File: config.mk
export PLATFORM = sky130hd
export DESIGN_NAME = fiber_tx_sched
export DESIGN_NICKNAME = d
export VERILOG_FILES = /design/src/rtl/fiber_tx_sched.sv
export SDC_FILE = /design/constraint.sdc
export NUM_CORES = 1
export LEC_CHECK = 0
export CORE_ASPECT_RATIO = 1.25
export CORE_MARGIN = 2
export CORE_UTILIZATION = 40
export CTS_CLUSTER_DIAMETER = 200
export DETAILED_ROUTE_END_ITERATION = 10
export PLACE_DENSITY = 0.75
export SYNTH_ARGS = -nofsm -noshare
export SYNTH_HDL_FRONTEND = slang
export SYNTH_SLANG_ARGS = --single-unit
File: constraint.sdc
create_clock -name clk -period 2.45 [get_ports clk]
set_clock_uncertainty 0.1 [all_clocks]
set_input_delay 0.49 -clock clk [delete_from_list [all_inputs] [get_ports clk]]
set_output_delay 0.49 -clock clk [all_outputs]
set_load 0.02 [all_outputs]
File: src/rtl/fiber_tx_sched.sv
// rtl/fiber_tx_sched.sv - frame-slot payload scheduler and cadence watchdog for the fiber uplink
module fiber_tx_sched #(
    parameter int DW        = 12,
    parameter int MAX_HI    = 4,
    parameter int STALL_CYC = 1000
) (
    input  logic          clk,
    input  logic          rst_n,
    input  logic          frame_tick,
    input  logic          req_flt,
    input  logic [DW-1:0] dat_flt,
    input  logic          req_a,
    input  logic [DW-1:0] dat_a,
    input  logic          req_b,
    input  logic [DW-1:0] dat_b,
    output logic          gnt_flt,
    output logic          gnt_a,
    output logic          gnt_b,
    output logic [DW-1:0] tx_data,
    output logic [1:0]    tx_tag,
    output logic          tx_valid,
    output logic          link_stall
);

    localparam int HW = $clog2(MAX_HI + 1);
    localparam int WW = $clog2(STALL_CYC + 1);

    localparam logic [1:0] TAG_IDLE = 2'b00;
    localparam logic [1:0] TAG_FLT  = 2'b01;
    localparam logic [1:0] TAG_A    = 2'b10;
    localparam logic [1:0] TAG_B    = 2'b11;

    localparam logic RR_A = 1'b0;
    localparam logic RR_B = 1'b1;

    logic [HW-1:0] hi_cnt_q, hi_cnt_d;
    logic          rr_last_q, rr_last_d;
    logic [WW-1:0] wd_cnt_q, wd_cnt_d;
    logic          link_stall_q, link_stall_d;
    logic [DW-1:0] tx_data_q, tx_data_d;
    logic [1:0]    tx_tag_q, tx_tag_d;
    logic          gnt_flt_q, gnt_flt_d;
    logic          gnt_a_q, gnt_a_d;
    logic          gnt_b_q, gnt_b_d;

    logic [1:0]    sel;
    logic          flt_ok;
    logic          ab_req;

    assign flt_ok = req_flt && (hi_cnt_q < HW'(MAX_HI));
    assign ab_req = req_a || req_b;

    // Winner selection; only consulted in the frame_tick cycle
    always_comb begin
        sel       = TAG_IDLE;
        hi_cnt_d  = hi_cnt_q;
        rr_last_d = rr_last_q;
        if (frame_tick) begin
            if (flt_ok) begin
                sel      = TAG_FLT;
                hi_cnt_d = ab_req ? hi_cnt_q + HW'(1) : '0;
            end else if (ab_req) begin
                if (rr_last_q == RR_B) begin
                    sel = req_a ? TAG_A : TAG_B;
                end else begin
                    sel = req_b ? TAG_B : TAG_A;
                end
                rr_last_d = (sel == TAG_B) ? RR_B : RR_A;
                hi_cnt_d  = '0;
            end else if (req_flt) begin
                sel = TAG_FLT;
            end
        end
    end

    always_comb begin
        tx_tag_d  = tx_tag_q;
        tx_data_d = tx_data_q;
        if (frame_tick) begin
            tx_tag_d = sel;
            case (sel)
                TAG_FLT: tx_data_d = dat_flt;
                TAG_A:   tx_data_d = dat_a;
                TAG_B:   tx_data_d = dat_b;
                default: tx_data_d = '0;
            endcase
        end
        gnt_flt_d = frame_tick && (sel == TAG_FLT);
        gnt_a_d   = frame_tick && (sel == TAG_A);
        gnt_b_d   = frame_tick && (sel == TAG_B);
    end

    // Cadence watchdog: stall is sticky until the transmitter ticks again
    always_comb begin
        wd_cnt_d     = wd_cnt_q;
        link_stall_d = link_stall_q;
        if (frame_tick) begin
            wd_cnt_d     = '0;
            link_stall_d = 1'b0;
        end else begin
            if (wd_cnt_q != WW'(STALL_CYC)) begin
                wd_cnt_d = wd_cnt_q + WW'(1);
            end
            if (wd_cnt_q == WW'(STALL_CYC - 1)) begin
                link_stall_d = 1'b1;
            end
        end
    end

    always_ff @(posedge clk or negedge rst_n) begin
        if (!rst_n) begin
            hi_cnt_q     <= '0;
            rr_last_q    <= RR_B;
            wd_cnt_q     <= '0;
            link_stall_q <= 1'b0;
            tx_data_q    <= '0;
            tx_tag_q     <= TAG_IDLE;
            gnt_flt_q    <= 1'b0;
            gnt_a_q      <= 1'b0;
            gnt_b_q      <= 1'b0;
        end else begin
            hi_cnt_q     <= hi_cnt_d;
            rr_last_q    <= rr_last_d;
            wd_cnt_q     <= wd_cnt_d;
            link_stall_q <= link_stall_d;
            tx_data_q    <= tx_data_d;
            tx_tag_q     <= tx_tag_d;
            gnt_flt_q    <= gnt_flt_d;
            gnt_a_q      <= gnt_a_d;
            gnt_b_q      <= gnt_b_d;
        end
    end

    assign gnt_flt    = gnt_flt_q;
    assign gnt_a      = gnt_a_q;
    assign gnt_b      = gnt_b_q;
    assign tx_data    = tx_data_q;
    assign tx_tag     = tx_tag_q;
    assign tx_valid   = (tx_tag_q != TAG_IDLE);
    assign link_stall = link_stall_q;

endmodule

Word level (Yosys, flattened, before mapping)
Index checks and enable logic that the tools add are counted.
{"block": "classes", "n_addsub": 2, "n_lt_le_gt_ge": 1, "eq_ne": 6, "mux": 19, "bitwise_logic": 1, "n_reduce_logical": 11}
{"operator": "12-bit one-hot mux with 3 select lines", "count": 1}
{"operator": "10-bit 2-to-1 mux", "count": 2}
{"operator": "2-bit 2-to-1 mux", "count": 6}
{"operator": "10-bit by 1-bit adder with 10-bit output, second input constant", "count": 1}
{"operator": "10-bit equality test, second input constant", "count": 1}
{"operator": "10-bit != test, second input constant", "count": 1}
{"operator": "3-bit 2-to-1 mux", "count": 3}
{"operator": "2-bit nonzero test", "count": 4}
{"operator": "1-bit 2-to-1 mux", "count": 7}
{"operator": "2-bit equality test, second input constant", "count": 3}
{"operator": "1-bit logical AND", "count": 4}
{"operator": "3-bit by 1-bit adder with 3-bit output, second input constant", "count": 1}
{"operator": "3-bit < comparator, second input constant", "count": 1}
{"operator": "3-bit AND reduction", "count": 1}
{"operator": "2-bit by 1-bit equality test with 1-bit output, second input constant", "count": 1}
{"operator": "2-bit AND reduction", "count": 1}
{"operator": "1-bit logical OR", "count": 1}
{"operator": "1-bit inverter", "count": 1}
{"block": "totals", "regBits": 32, "in_bits": 42, "output_inout_bits": 19, "elab_cells": 49}

Longest topological paths before layout
{"block": "logic_depth", "ltp_word": 10, "depth_mapped": 5, "mapped_depth_nobuf": 5}

Worst setup path after synthesis
No wires, ideal clock.
{"block": "synth_path", "path_kind": "flip-flop to flip-flop", "start": "register wd_cnt_q[0]", "end": "register wd_cnt_q[0]", "setup_ps": 127, "arrival_time_ps": 1256, "slack_ps": 966, "path_stages_with_launch": 6, "n_path_buf": 0, "synth_period_minus_slack_ps": 1484, "cell_sequence": "dfrtp_1 -> inv_1 -> ha_1 -> nand2_1 -> nor4_2 -> mux2_1"}
{"block": "synth_between", "elab_chain_cells": 3, "word_cells_on_any_way": 5, "cone_classes": "add/sub: 1; eq/ne: 1; mux: 2; reduce/logical: 1"}
{"element": "start: declaration", "line_no": "38", "source": "logic [WW-1:0] wd_cnt_q, wd_cnt_d;"}
{"element": "start signal: assignment", "line_no": "124", "source": "wd_cnt_q <= wd_cnt_d;"}
{"element": "10-bit by 1-bit adder with 10-bit output", "line_no": "102", "source": "wd_cnt_d = wd_cnt_q + WW'(1);"}
{"element": "10-bit 2-to-1 mux", "line_no": "101", "source": "if (wd_cnt_q != WW'(STALL_CYC)) begin"}
{"element": "10-bit 2-to-1 mux", "line_no": "97", "source": "if (frame_tick) begin"}
Parallel ways exist; a longest one is shown, timed or not. The select of a mux whose other input is x is not followed.
A chain may end at the register's enable or synchronous reset.

Worst setup path after layout
{"block": "layout_path", "start": "register tx_tag_q[1] (netlist: tx_tag[1])", "end": "output port tx_valid"}
{"block": "layout_between", "elab_chain_cells": 1}
{"element": "start: declaration", "line_no": "41", "source": "logic [1:0] tx_tag_q, tx_tag_d;"}
{"element": "start signal: assignment", "line_no": "127", "source": "tx_tag_q <= tx_tag_d;"}
{"element": "2-bit nonzero test", "line_no": "139", "source": "assign tx_valid = (tx_tag_q != TAG_IDLE);"}
{"element": "end: declaration", "line_no": "21", "source": "output logic tx_valid,"}
Every way passes these cells.

==> flow_summary.ini <==
[global_routing]
antenna_found_initial = 0
grt_overflow = 0
grt_first_pass_wirelength_mm = 6.98
grt_max_degree = 45
grt_util_all_layers_pct = 19.6
grt_pass1_vias = 1537

[synth]
yosysSeqAreaShare_pct = 47.7
synth_area_leaders = dfrtp_1 (46%), o2111ai_1 (6.8%), nand2b_1 (6.0%), nand4_1 (4.8%), inv_1 (4.5%)
ys_warn_count = 0
avgSynthCellArea_um2 = 9.45
async_flop_share_pct = 100
syn-cell-area_mm2 = 0.00168
ys_seq_elements = 32
synth_top_area_share_pct = 46.1
synth_edf_count = 0
synth.net_count = 223
ys_types = 37
synth_ff_type = dfrtp_1
synth_cells = 178
yosysTopAreaCell = dfrtp_1

[placed_design]
dpl.hpwl_mm = 2.99
numPlacedInstances = 290
gp_congestion = 0.773
io_buffers = 60

[clock_network]
cts_tree = yes
cts_root_buf = clkbuf_8
insertion_delay_ns = 0.28
max-clock-path-buffers = 2
cts_setup_buffers = 0
htreeDepth = 2
cts_hold_buf = 0
cts.sinks = 32
numCtsBuffers = 5
cts_resized = 0
path_clk_slew_ns = 0.07

[final_layout]
final_common_cell = clkdlybuf4s50_1
final_cell_mix = clkdlybuf4s50_1 (60), dfrtp_1 (31), inv_1 (20)
finalNonFillerCells = 298
synthToLayoutAreaGrowth_pct = 48.5
fin_nets = 286
drive_above_1_share_pct = 9.09
diodes = 0

[setup_path]
worstPathMaxFanout = 3
critPathLaunch = tx_tag[1]
startpoint_type = flip-flop
worstPathArrival_ns = 1.50
timing.rr.start = wd_cnt_q[5]
worstPathRequired_ns = 1.86
crit_type = flip-flop to primary output
endpoint_kind = primary output

[min_path]
min_path_type = flip-flop to flip-flop
hold_start = tx_data[8]

[drt]
wl_per_cell_um = 13.8
vias_per_cell = 5.26
drc = 0
drt_wl_total_mm = 4.13
first_pass_iters = 4
drt_iter0_markers = 59
routed-via-count = 1567
ant_nets = 0

[die]
start_util_pct = 41.4
die-width_um = 62.0
core_mm2 = 0.00407
row_count = 26
die_h_um = 76.5
ios = 61
die_area_mm2 = 0.00474

[timing]
relSlewSlack_pct = 67.3
fin_crit_ns = 2.09
achievable-frequency_mhz = 478
setup_viol = 0
tightest_slew_ns = 0.490
drv_slew = 0
fin_crit_sh_pct = 85.4
finalSetupTns_ns = 0
rsz0062_at_grt = no
hold_viol_final = 0

[run_status]
status = complete, no violations

[pwr]
p_sw_share_pct = 25.3
peakVddDrop_mv = 0.351
p_leak_uw = 0.00104
comb_power_share_pct = 21.8
switching_power_uw = 376
power_density_mw_per_mm2 = 595
seq_power_share_pct = 41.3
total_power_uw = 1490
clock_power_share_pct = 36.9
p_int_uw = 1110

[run]
drv_cap = 0
==> path summary, 6_finish.rpt <==
| path | end | slack, ns | depth (start not counted) |
|---|---|---|---|
| hold reg to reg | tx_data[8] | 0.40 | 2 |
| setup / recovery | tx_valid | 0.36 | 2 |
| hold / removal | tx_data[8] | 0.40 | 2 |
| setup reg to reg | wd_cnt_q[0] | 0.79 | 3 |
| max in group asynchronous | rr_last_q | 1.42 | 2 |
| min in group asynchronous | tx_tag[1] | 0.51 | 2 |
==> area by class of cell <==
type	instances	area, µm²
fillers	352	1570
flip-flops and latches	32	802
repair buffers	67	666
well taps	56	70.1
inverters	20	75.1
clock inverters	1	30.0
multi-input cells	115	758
clock buffers	7	96.3
==> stage by stage <==
| step | utilization (%) | cell area, µm² | hold slack (ns) | worst slack (ns) |
|---|---|---|---|---|
| after floorplan | - | 1680 | 0.0944 | 0.966 |
| after global placement | 58.3 | 2370 | 0.392 | 0.381 |
| after detailed placement | 58.3 | 2370 | 0.392 | 0.337 |
| after CTS | 61.4 | 2500 | 0.414 | 0.343 |
| after global routing | 61.4 | 2500 | 0.442 | 0.282 |
| final | 61.4 | 2500 | 0.402 | 0.358 |
==> routing by layer <==
layer  GRT usage, %  up-vias  wire length (µm)
met3           4.07        4               217
met4           7.02        0                62
met2           30.1       52              2080
met1           26.6      742              1770
li1               -      769                 -
met5              0        -                 0
==> synth_stat cells, drive strengths merged (2+ instances only) <==
library cell,n
a21oi,8
and2,2
buf,5
clkbuf,6
dfrtp,31
ha,3
inv,20
mux2,2
nand2,6
nand2b,16
nand3,15
nand4,14
nor2,7
o2111ai,13
o21ai,6
o31ai,3
or3,3
or4,3
xor2,2
==> critical path: stages, from the launching register on <==
cell and delay (ns):
dfrtp_1 0.40, or2_2 0.29, clkdlybuf4s50_1 0.53
==> logic make-up after synthesis <==
| family | synth area share [%] |
|---|---|
| multiplexers | 1.93 |
| XOR/XNOR | 1.56 |
| flip-flops | 47.7 |
| AO/OA/AOI/OAI | 14.7 |
| AND/OR/NAND/NOR | 24.6 |
| buffers and inverters | 7.22 |
| adder cells (fa/ha/maj) | 2.23 |
==> flip-flops by register name (all words and copies together) (netlist names), 2 cells and up <==
| register | cells |
|---|---|
| tx_data | 12 |
| hi_cnt_q | 3 |
| tx_tag | 2 |
| wd_cnt_q | 10 |
==> power by group through the flow <==
stage                     Sequential, µW  Clock (µW)  Combinational [µW]
after floorplan                      657           0                 103
after global placement               622           0                 321
after detailed placement             623           0                 326
after CTS                            614         559                 328
after global routing                 620         586                 354
final                                613         549                 324
(Power assumes the default switching activity.)
==> RTL change: new RTL, same flow settings <==
Set the parameter `DW` to 10 (it was 12).
--- a/src/rtl/fiber_tx_sched.sv
+++ b/src/rtl/fiber_tx_sched.sv
@@ -2,3 +2,3 @@
 module fiber_tx_sched #(
-    parameter int DW        = 12,
+    parameter int DW        = 10,
     parameter int MAX_HI    = 4,
Ports: changed (resized dat_a, dat_b, dat_flt and tx_data); port bits go from 61 to 53. The function was not compared with the original's and may differ.
==> RTL change against the original RTL <==
  * Design area decreased by 8.2%
  * Sequential cell count is 2 lower
  * Via count fell by 11%
  * Maximum frequency up 0.67%
  * Setup slack better by 0.014 ns
  * Synthesized area shrank 5.8%
  * Total power is 11% lower
  * Largest cell class unchanged
  * Routed wire length decreased by 14%
  * Highest routed layer unchanged
==> RTL change: results (changes against the original RTL) <==
[power_and_ir_drop]
intPower_mw = 0.979  ; -12%
peakVddDrop_uv = 332  ; -5.3%
power.leakage_nw = 0.955  ; -8.2%

[logic_synthesis]
yosys-top-cells-count = dfrtp_1, inv_1, nand3_1
yosysSeqAreaShare_pct = 47.5  ; -0.22 points
syn_nets = 206  ; -7.6%
syn_avg_cell_area_um2 = 9.49  ; +0.40%
synth-adder-area-share_pct = 2.37  ; +0.14 points
muxShareOfSynthArea_pct = 2.05  ; +0.12 points
synth_area_leaders = dfrtp_1, a41oi_1, o211ai_1, inv_1, nand3_1
synth-xor-area-share_pct = 1.11  ; -0.46 points
synth_compound_area_share_pct = 19.2  ; +4.5 points
yosysWarnings = 0  ; unchanged

[place]
place_area_um2 = 2180  ; -7.9%
port-buffer-count = 52  ; -13%
place_inst = 270  ; -6.9%
post-dp-hpwl_mm = 2.62  ; -12%
gp_congestion = 0.677  ; -12%
dp_slack_ns = 0.385  ; +0.0480 ns

[route]
vias = 1398  ; -11%
drt_iter0_markers = 25  ; -58%
viasPerCell = 5.03  ; -4.4%
post_drt_wl_per_cell_um = 12.8  ; -7.8%

[cells_and_area]
nets = 262  ; -8.4%
drive_gt1_share_pct = 9.82  ; +0.73 points
fillers = 318  ; -9.7%
multi_input_comb_area_um2 = 723  ; -4.6%

[min_path]
hold_class = reg2reg

[timing]
fmax_mhz = 481  ; +0.67%
relSlewSlack_pct = 70.8  ; +3.4 points

[critical_path]
cpPeakStageDelay_ns = 0.53  ; about the same

[global_routing]
grt_pass1_wl_mm = 6.07  ; -13%
grt_max_degree = 31  ; -31%
antenna_found_initial = 0  ; unchanged
grt.total_usage_pct = 18.0  ; -1.6 points

[status]
status = finished, final reports clean

==> RTL change: logic make-up after synthesis <==
kind of cell	after synthesis
xor+xnor	2
simple gates	58
compound gates	43
mux	3
flops	30
fa+ha+maj	3
buf+inv	28
==> RTL change: critical path, delay by kind of cell (launching register included) <==
| family | cells | cell delay (ns) |
|---|---|---|
| buf+inv | 1 | 0.53 |
| flops | 1 | 0.39 |
| simple gates | 1 | 0.29 |
==> RTL change: layout make-up <==
class | instances | share of cell area (%)
Timing Repair Buffer | 59 | 25.0
Inverter | 18 | 2.95
Sequential cell | 30 | 32.8
Multi-Input combinational cell | 109 | 31.5
Clock buffer | 8 | 4.80
Tap cell | 54 | 2.95
==> RTL change: path summary, 6_finish.rpt <==
kind / from / to / slack [ns] / cells past startpoint
max: tx_tag[1] / tx_valid / 0.37 / 2
min: link_stall / link_stall / 0.41 / 2
max reg2reg: wd_cnt_q[5] / wd_cnt_q[0] / 0.82 / 3
min reg2reg: link_stall / link_stall / 0.41 / 2
max in group asynchronous: rst_n / rr_last_q / 1.43 / 2
min in group asynchronous: rst_n / wd_cnt_q[2] / 0.51 / 2
==> RTL change: power groups by stage <==
| stage | clock network (mW) | logic (mW) | registers [mW] |
|---|---|---|---|
| after floorplan | 0 | 0.101 | 0.605 |
| after global placement | 0 | 0.289 | 0.573 |
| after global routing | 0.501 | 0.317 | 0.571 |
| after CTS | 0.480 | 0.292 | 0.566 |
| after detailed placement | 0 | 0.291 | 0.574 |
| final | 0.464 | 0.288 | 0.565 |
==> RTL change: metal layers <==
metal / global-route usage, % / wire [µm]
met3: 7.65 / 270
met4: 5.19 / 16
met1: 22.1 / 1530
met2: 28.7 / 1740
met5: 0 / 0
